## config.mk

```make
export PLATFORM = sky130hd
export DESIGN_NAME = pc_branch_unit
export DESIGN_NICKNAME = d
export VERILOG_FILES = /design/src/rtl/pc_branch_unit_pkg.sv /design/src/rtl/br_perf_counter.sv /design/src/rtl/pc_branch_unit.sv
export SDC_FILE = /design/constraint.sdc
export NUM_CORES = 1
export LEC_CHECK = 0
export ABC_AREA = 1
export CAP_MARGIN = 0
export CORE_UTILIZATION = 45
export DETAILED_ROUTE_END_ITERATION = 7
export HOLD_SLACK_MARGIN = 0.08
export PLACE_DENSITY = 0.86
export SYNTH_ARGS = -nofsm -noshare
export SYNTH_HDL_FRONTEND = slang
export SYNTH_HIERARCHICAL = 1
export SYNTH_SLANG_ARGS = --single-unit
```

## constraint.sdc

```tcl
create_clock -name clk -period 2.5 [get_ports clk]
set_clock_uncertainty 0.05 [all_clocks]
set_input_delay 0.5 -clock clk [delete_from_list [all_inputs] [get_ports clk]]
set_output_delay 0.5 -clock clk [all_outputs]
set_load 0.02 [all_outputs]
```

## src/rtl/pc_branch_unit_pkg.sv

```systemverilog
// Shared definitions for the LC-3 PC / branch-enable slice.
// This file holds the PCMUX source encodings, the branch tracker state
// encodings, the default reset vector, and the BEN evaluation helper.
package pc_branch_unit_pkg;

  // PCMUX source select encodings (selPC).
  localparam logic [1:0] PCMUX_INC  = 2'b00;  // PC + 1
  localparam logic [1:0] PCMUX_BUS  = 2'b01;  // shared data bus
  localparam logic [1:0] PCMUX_EAB  = 2'b10;  // effective-address adder
  localparam logic [1:0] PCMUX_HOLD = 2'b11;  // keep current PC

  // LC-3 user program origin.
  localparam logic [15:0] LC3_RESET_VECTOR = 16'h3000;

  // Branch tracker states.
  // BR_IDLE: no branch has been evaluated since the last resolution.
  // BR_PEND: BEN has been latched and the next PC load resolves the branch.
  typedef enum logic {
    BR_IDLE = 1'b0,
    BR_PEND = 1'b1
  } br_state_t;

  // Branch condition: any IR[11:9] mask bit that matches a set flag.
  function automatic logic ben_eval(input logic [2:0] nzp_mask,
                                    input logic n, input logic z,
                                    input logic p);
    ben_eval = (nzp_mask[2] & n) | (nzp_mask[1] & z) | (nzp_mask[0] & p);
  endfunction

endpackage

```

## src/rtl/br_perf_counter.sv

```systemverilog
// Saturating 16-bit event counter with synchronous clear.
// The count sticks at 16'hFFFF instead of wrapping, so a
// long-running count never reads as a small number.
module br_perf_counter
  import pc_branch_unit_pkg::*;
(
  input  logic        clk,
  input  logic        rst,
  input  logic        inc,
  output logic [15:0] count
);

  // Count qualifying events; clear on reset, hold at all-ones.
  always_ff @(posedge clk) begin
    if (rst) begin
      count <= 16'h0000;
    end else if (inc && (count != 16'hFFFF)) begin
      count <= count + 16'h0001;
    end
  end

endmodule

```

## src/rtl/pc_branch_unit.sv

```systemverilog
// LC-3 program counter and branch-enable (BEN) unit.
//
// PC loads from PC+1, the bus or the address adder when ldPC is high.
// BEN is evaluated from IR[11:9] and the N/Z/P flags when ldBEN is high.
// A small tracker follows each evaluated branch until the next PC load
// and pulses brTaken for one cycle when that load was a taken branch
// (old BEN set and PC sourced from the address adder).
//
// Handshake note: there is no valid/ready flow here. ldPC and ldBEN are
// single-cycle strobes from the multicycle controller; every strobe is
// accepted at the next rising edge, and the two are independent when
// asserted together (resolution then uses the BEN value from before
// that edge).
//
// Optional feature: define BRANCH_PERF_EN to add the brCount and
// brTakenCount saturating performance counters and their output ports.
module pc_branch_unit
  import pc_branch_unit_pkg::*;
#(
  parameter logic [15:0] RESET_VECTOR = LC3_RESET_VECTOR
)
(
  input  logic        clk,
  input  logic        rst,
  input  logic        ldPC,
  input  logic [1:0]  selPC,
  input  logic        ldBEN,
  input  logic [2:0]  nzpIR,
  input  logic        N,
  input  logic        Z,
  input  logic        P,
  input  logic [15:0] Buss,
  input  logic [15:0] eabOut,
  output logic [15:0] PC,
  output logic        BEN,
  output logic        brTaken,
  output logic        br_state
`ifdef BRANCH_PERF_EN
  ,
  output logic [15:0] brCount,
  output logic [15:0] brTakenCount
`endif
);

  br_state_t   state;
  logic [15:0] pc_next;
  logic        ben_next;
  logic        resolve;
  logic        take;

  // Tracker state is visible for observation.
  assign br_state = state;

  // PC source selection; HOLD feeds the current PC back.
  always_comb begin
    pc_next = PC;
    case (selPC)
      PCMUX_INC:  pc_next = PC + 16'h0001;
      PCMUX_BUS:  pc_next = Buss;
      PCMUX_EAB:  pc_next = eabOut;
      PCMUX_HOLD: pc_next = PC;
      default:    pc_next = PC;
    endcase
  end

  // Branch condition from the flags as presented this cycle.
  always_comb begin
    ben_next = ben_eval(nzpIR, N, Z, P);
  end

  // A pending branch resolves on the next PC load; taken only when the
  // old BEN is set and the new PC comes from the address adder.
  always_comb begin
    resolve = (state == BR_PEND) && ldPC;
    take    = resolve && BEN && (selPC == PCMUX_EAB);
  end

  // Program counter register.
  always_ff @(posedge clk) begin
    if (rst) begin
      PC <= RESET_VECTOR;
    end else if (ldPC) begin
      PC <= pc_next;
    end
  end

  // Branch-enable register; holds between evaluations.
  always_ff @(posedge clk) begin
    if (rst) begin
      BEN <= 1'b0;
    end else if (ldBEN) begin
      BEN <= ben_next;
    end
  end

  // Branch tracker with registered one-cycle taken pulse.
  always_ff @(posedge clk) begin
    if (rst) begin
      state   <= BR_IDLE;
      brTaken <= 1'b0;
    end else begin
      brTaken <= take;
      case (state)
        BR_IDLE: begin
          if (ldBEN) state <= BR_PEND;
        end
        BR_PEND: begin
          // A fresh evaluation in the resolving cycle starts a new branch.
          if (ldPC) state <= ldBEN ? BR_PEND : BR_IDLE;
        end
        default: state <= BR_IDLE;
      endcase
    end
  end

`ifdef BRANCH_PERF_EN
  // Resolutions, taken or not.
  br_perf_counter u_br_count (
    .clk   (clk),
    .rst   (rst),
    .inc   (resolve),
    .count (brCount)
  );

  // Taken branches; counted on the same edge that raises brTaken.
  br_perf_counter u_br_taken_count (
    .clk   (clk),
    .rst   (rst),
    .inc   (take),
    .count (brTakenCount)
  );
`endif

endmodule
```

==> out/summary.json <==
{
  "worst_setup_path_end_kind": "output port",
  "critPathBufInv": 1,
  "n_fill_cell": 247,
  "violations": "DRC",
  "fp.dieArea_mm2": 0.003318,
  "postRouteWirelength_um": 3908,
  "io_buffers": 62,
  "flow.area_growth_from_synthesis_pct": 47.48,
  "rsz0062_at_grt": "false",
  "synth_seq_cells": 19,
  "mostFrequentLayoutCells": "clkdlybuf4s50_1 (62), nand2_1 (54), a21oi_1 (26)",
  "p_sw_uw": 277.6,
  "critical_path.max_fanout": 7,
  "synth_cell_type_count": 28,
  "clk-insertion-delay-late_ns": 0.32,
  "critical_path_arrival_ns": 1.45,
  "worst_ir_drop_vdd_mv": 0.2091,
  "globalRouteTotalUtil_pct": 25.28,
  "timing.hold.ws_ns": 0.4220,
  "synthDominantCellAreaShare_pct": 27.34,
  "critPathRequiredTime_ns": 1.95,
  "maxCapViolCount": 0,
  "avgViaCountPerCell": 5.441,
  "cts_hold_repair.buffers": 0,
  "synth-warning-count": 6,
  "cts_resized": 0,
  "avgRoutedWirePerCell_um": 12.86,
  "internal_power_uw": 543.5,
  "final-max-slew-violation-count": 0,
  "post-synth-top-area-cell": "dfxtp_1",
  "syn_nets": 263,
  "final_hold_viol_count": 0,
  "worstSetupStartpointType": "flip-flop",
  "detailed_place.area_mm2": 0.002026,
  "cts_num_sinks": 19,
  "final_nets": 322,
  "gp_routability_congestion": 0.8374,
  "setup.worst_path.class": "flip-flop to output port",
  "net_switching_fraction_of_the_power_pct": 33.81,
  "grt_max_degree": 18,
  "pwr_density_cell_mw_per_mm2": 400.2,
  "timing.critical_path.max_delay_family": "buffers and inverters",
  "most_common_library_cell_in_the_layout_ignoring_fill_and_taps": "clkdlybuf4s50_1",
  "num_antenna_cells": 0,
  "cts_post_setup_buffers_inserted": 0,
  "cpMaxStageDelayCell": "clkdlybuf4s50_1",
  "finalCriticalPeriod_ns": 2.000,
  "worst_setup_hold_path_clk_slew_ns": 0.12,
  "tritoncts": "built",
  "die_height_um": 57.61,
  "finalWorstSetupSlack_ns": 0.4997,
  "total_power_uw": 821.1,
  "synth_top_cells_by_area": "dfxtp_1 (27%), nand2_1 (15%), a21oi_1 (9.4%), a22o_1 (6.9%), nand3_1 (5.8%)",
  "p_leak_uw": 0.0008189,
  "clk_path_buf_depth": 2,
  "setup_viol_count_final": 0,
  "i_o_pins": 63,
  "combinationalPowerShare_pct": 35.8,
  "floorplan.die.width_um": 57.61,
  "layout_worst_path_cycle_share_pct": 80.01,
  "timing.setup.tns_ns": 0,
  "syn_area_mm2": 0.001391,
  "drc_errors": 6,
  "tritoncts.num_buffers": 3,
  "route.vias.total": 1654,
  "rows": 19,
  "combined_area_of_the_multi_input_logic_cells_um2": 883.3,
  "start_util_pct": 48.77,
  "clock_tree.htree_level_count": 1,
  "route.antenna.remaining_nets": 0,
  "fp.coreArea_mm2": 0.002853,
  "max_clock_freq_mhz": 499.9,
  "first_pass_grt_wire_length_um": 6513,
  "ctsRootBufferMaster": "clkbuf_4",
  "initial_antenna_violation_count": 0,
  "seq_area_um2": 380.4,
  "crit_chain": "clkdlybuf4s50_1",
  "grt_residual_overflow": 0,
  "avgSynthCellArea_um2": 6.471,
  "drt_first_iter_violations": 83,
  "tightestPinTransition_ns": 0.6164,
  "share_clk_of_total_power_pct": 20.7,
  "synth-seq-area-share_pct": 27.34,
  "status": "complete, but fails checks",
  "timing.critical_path.slowest_cell_delay_ns": 0.66,
  "drt-pass1-iter-count": 6,
  "maxSlewHeadroom_pct": 58.91,
  "post-route-cell-area_mm2": 0.002052,
  "netlist_instances": 215,
  "dp_worst_setup_slack_ns": 0.2789,
  "power.share.sequential_pct": 43.6,
  "hp-class": "flip-flop to flip-flop",
  "number_of_global_route_vias_before_repair": 1514,
  "drive_gt1_share_pct": 6.227,
  "place_hpwl_um": 2930
}
==> power groups by stage <==
stage          clock network, uW  registers [uW]  logic (uW)
3_3_place_gp                   0             363         287
3_5_place_dp                   0             364         292
6_report                     170             358         294
2_1_floorplan                  0             385         124
4_1_cts                      168             357         294
5_1_grt                      182             362         322
==> state kept, by name, summed over array words and instances (netlist names) <==
register	cells
PC	16
brTaken	1
br_state	1
BEN	1
==> kinds of logic (layout without fill, tap and decap cells) <==
family	count (synthesis)	count (layout)	synth area share (%)
DFF	19	19	27.34
xor gates and xnor gates	2	2	1.259
adders and majority gates	4	4	3.597
and+or+nand+nor	102	102	33.27
buffers and inverters	29	87	9.172
AOI/OAI and AO/OA	59	59	25.36
==> worst paths after layout <==
| check | start | end | slack [ns] | cells after the start |
|---|---|---|---|---|
| worst min-delay path | BEN | brTaken | 0.42 | 2 |
| worst max register to register | PC[0] | PC[12] | 0.92 | 8 |
| worst min register to register | BEN | brTaken | 0.42 | 2 |
| worst max-delay path | PC[3] | PC[3] | 0.50 | 1 |
==> through the flow <==
step / cells / util [%]
after CTS: 304 / 71.93
final: 304 / 71.93
after global placement: 300 / 71.01
after global routing: 304 / 71.93
after floorplan: 215 / -
after detailed placement: 300 / 71.01
==> per-layer routing <==
metal  track usage, %  vias up  part of all wire (%)
met1            31.99      732                    43
met2            41.53       74                    47
met3            4.762        8                   7.9
met4            11.50        0                   1.7
li1                 -      840                     -
met5                0        -                     0
==> cells in the mapped netlist <==
cell type,instances
nand4_1,4
a21oi_2,1
nand3_2,1
o21ai_1,2
buf_6,1
clkbuf_2,1
nor2_4,3
nor2_2,2
nand3_1,16
buf_2,8
nor3_1,3
nand2_1,54
dfxtp_1,19
ha_1,4
o21ai_0,14
inv_1,18
nand2_2,2
nor2_1,16
a31oi_1,1
clkbuf_1,1
xnor2_1,1
o21bai_1,2
a22o_1,11
xor2_1,1
o21ai_2,1
a21oi_1,26
o211ai_1,1
nand2_4,1
==> layout make-up <==
class / instances / share of cell area, %
Multi-Input combinational cell: 167 / 43.05
Timing Repair Buffer: 65 / 31.95
Sequential cell: 19 / 18.54
Inverter: 18 / 3.293
Tap cell: 31 / 1.890
Clock buffer: 4 / 1.280
Note: power is estimated with default switching activity, not from simulation.
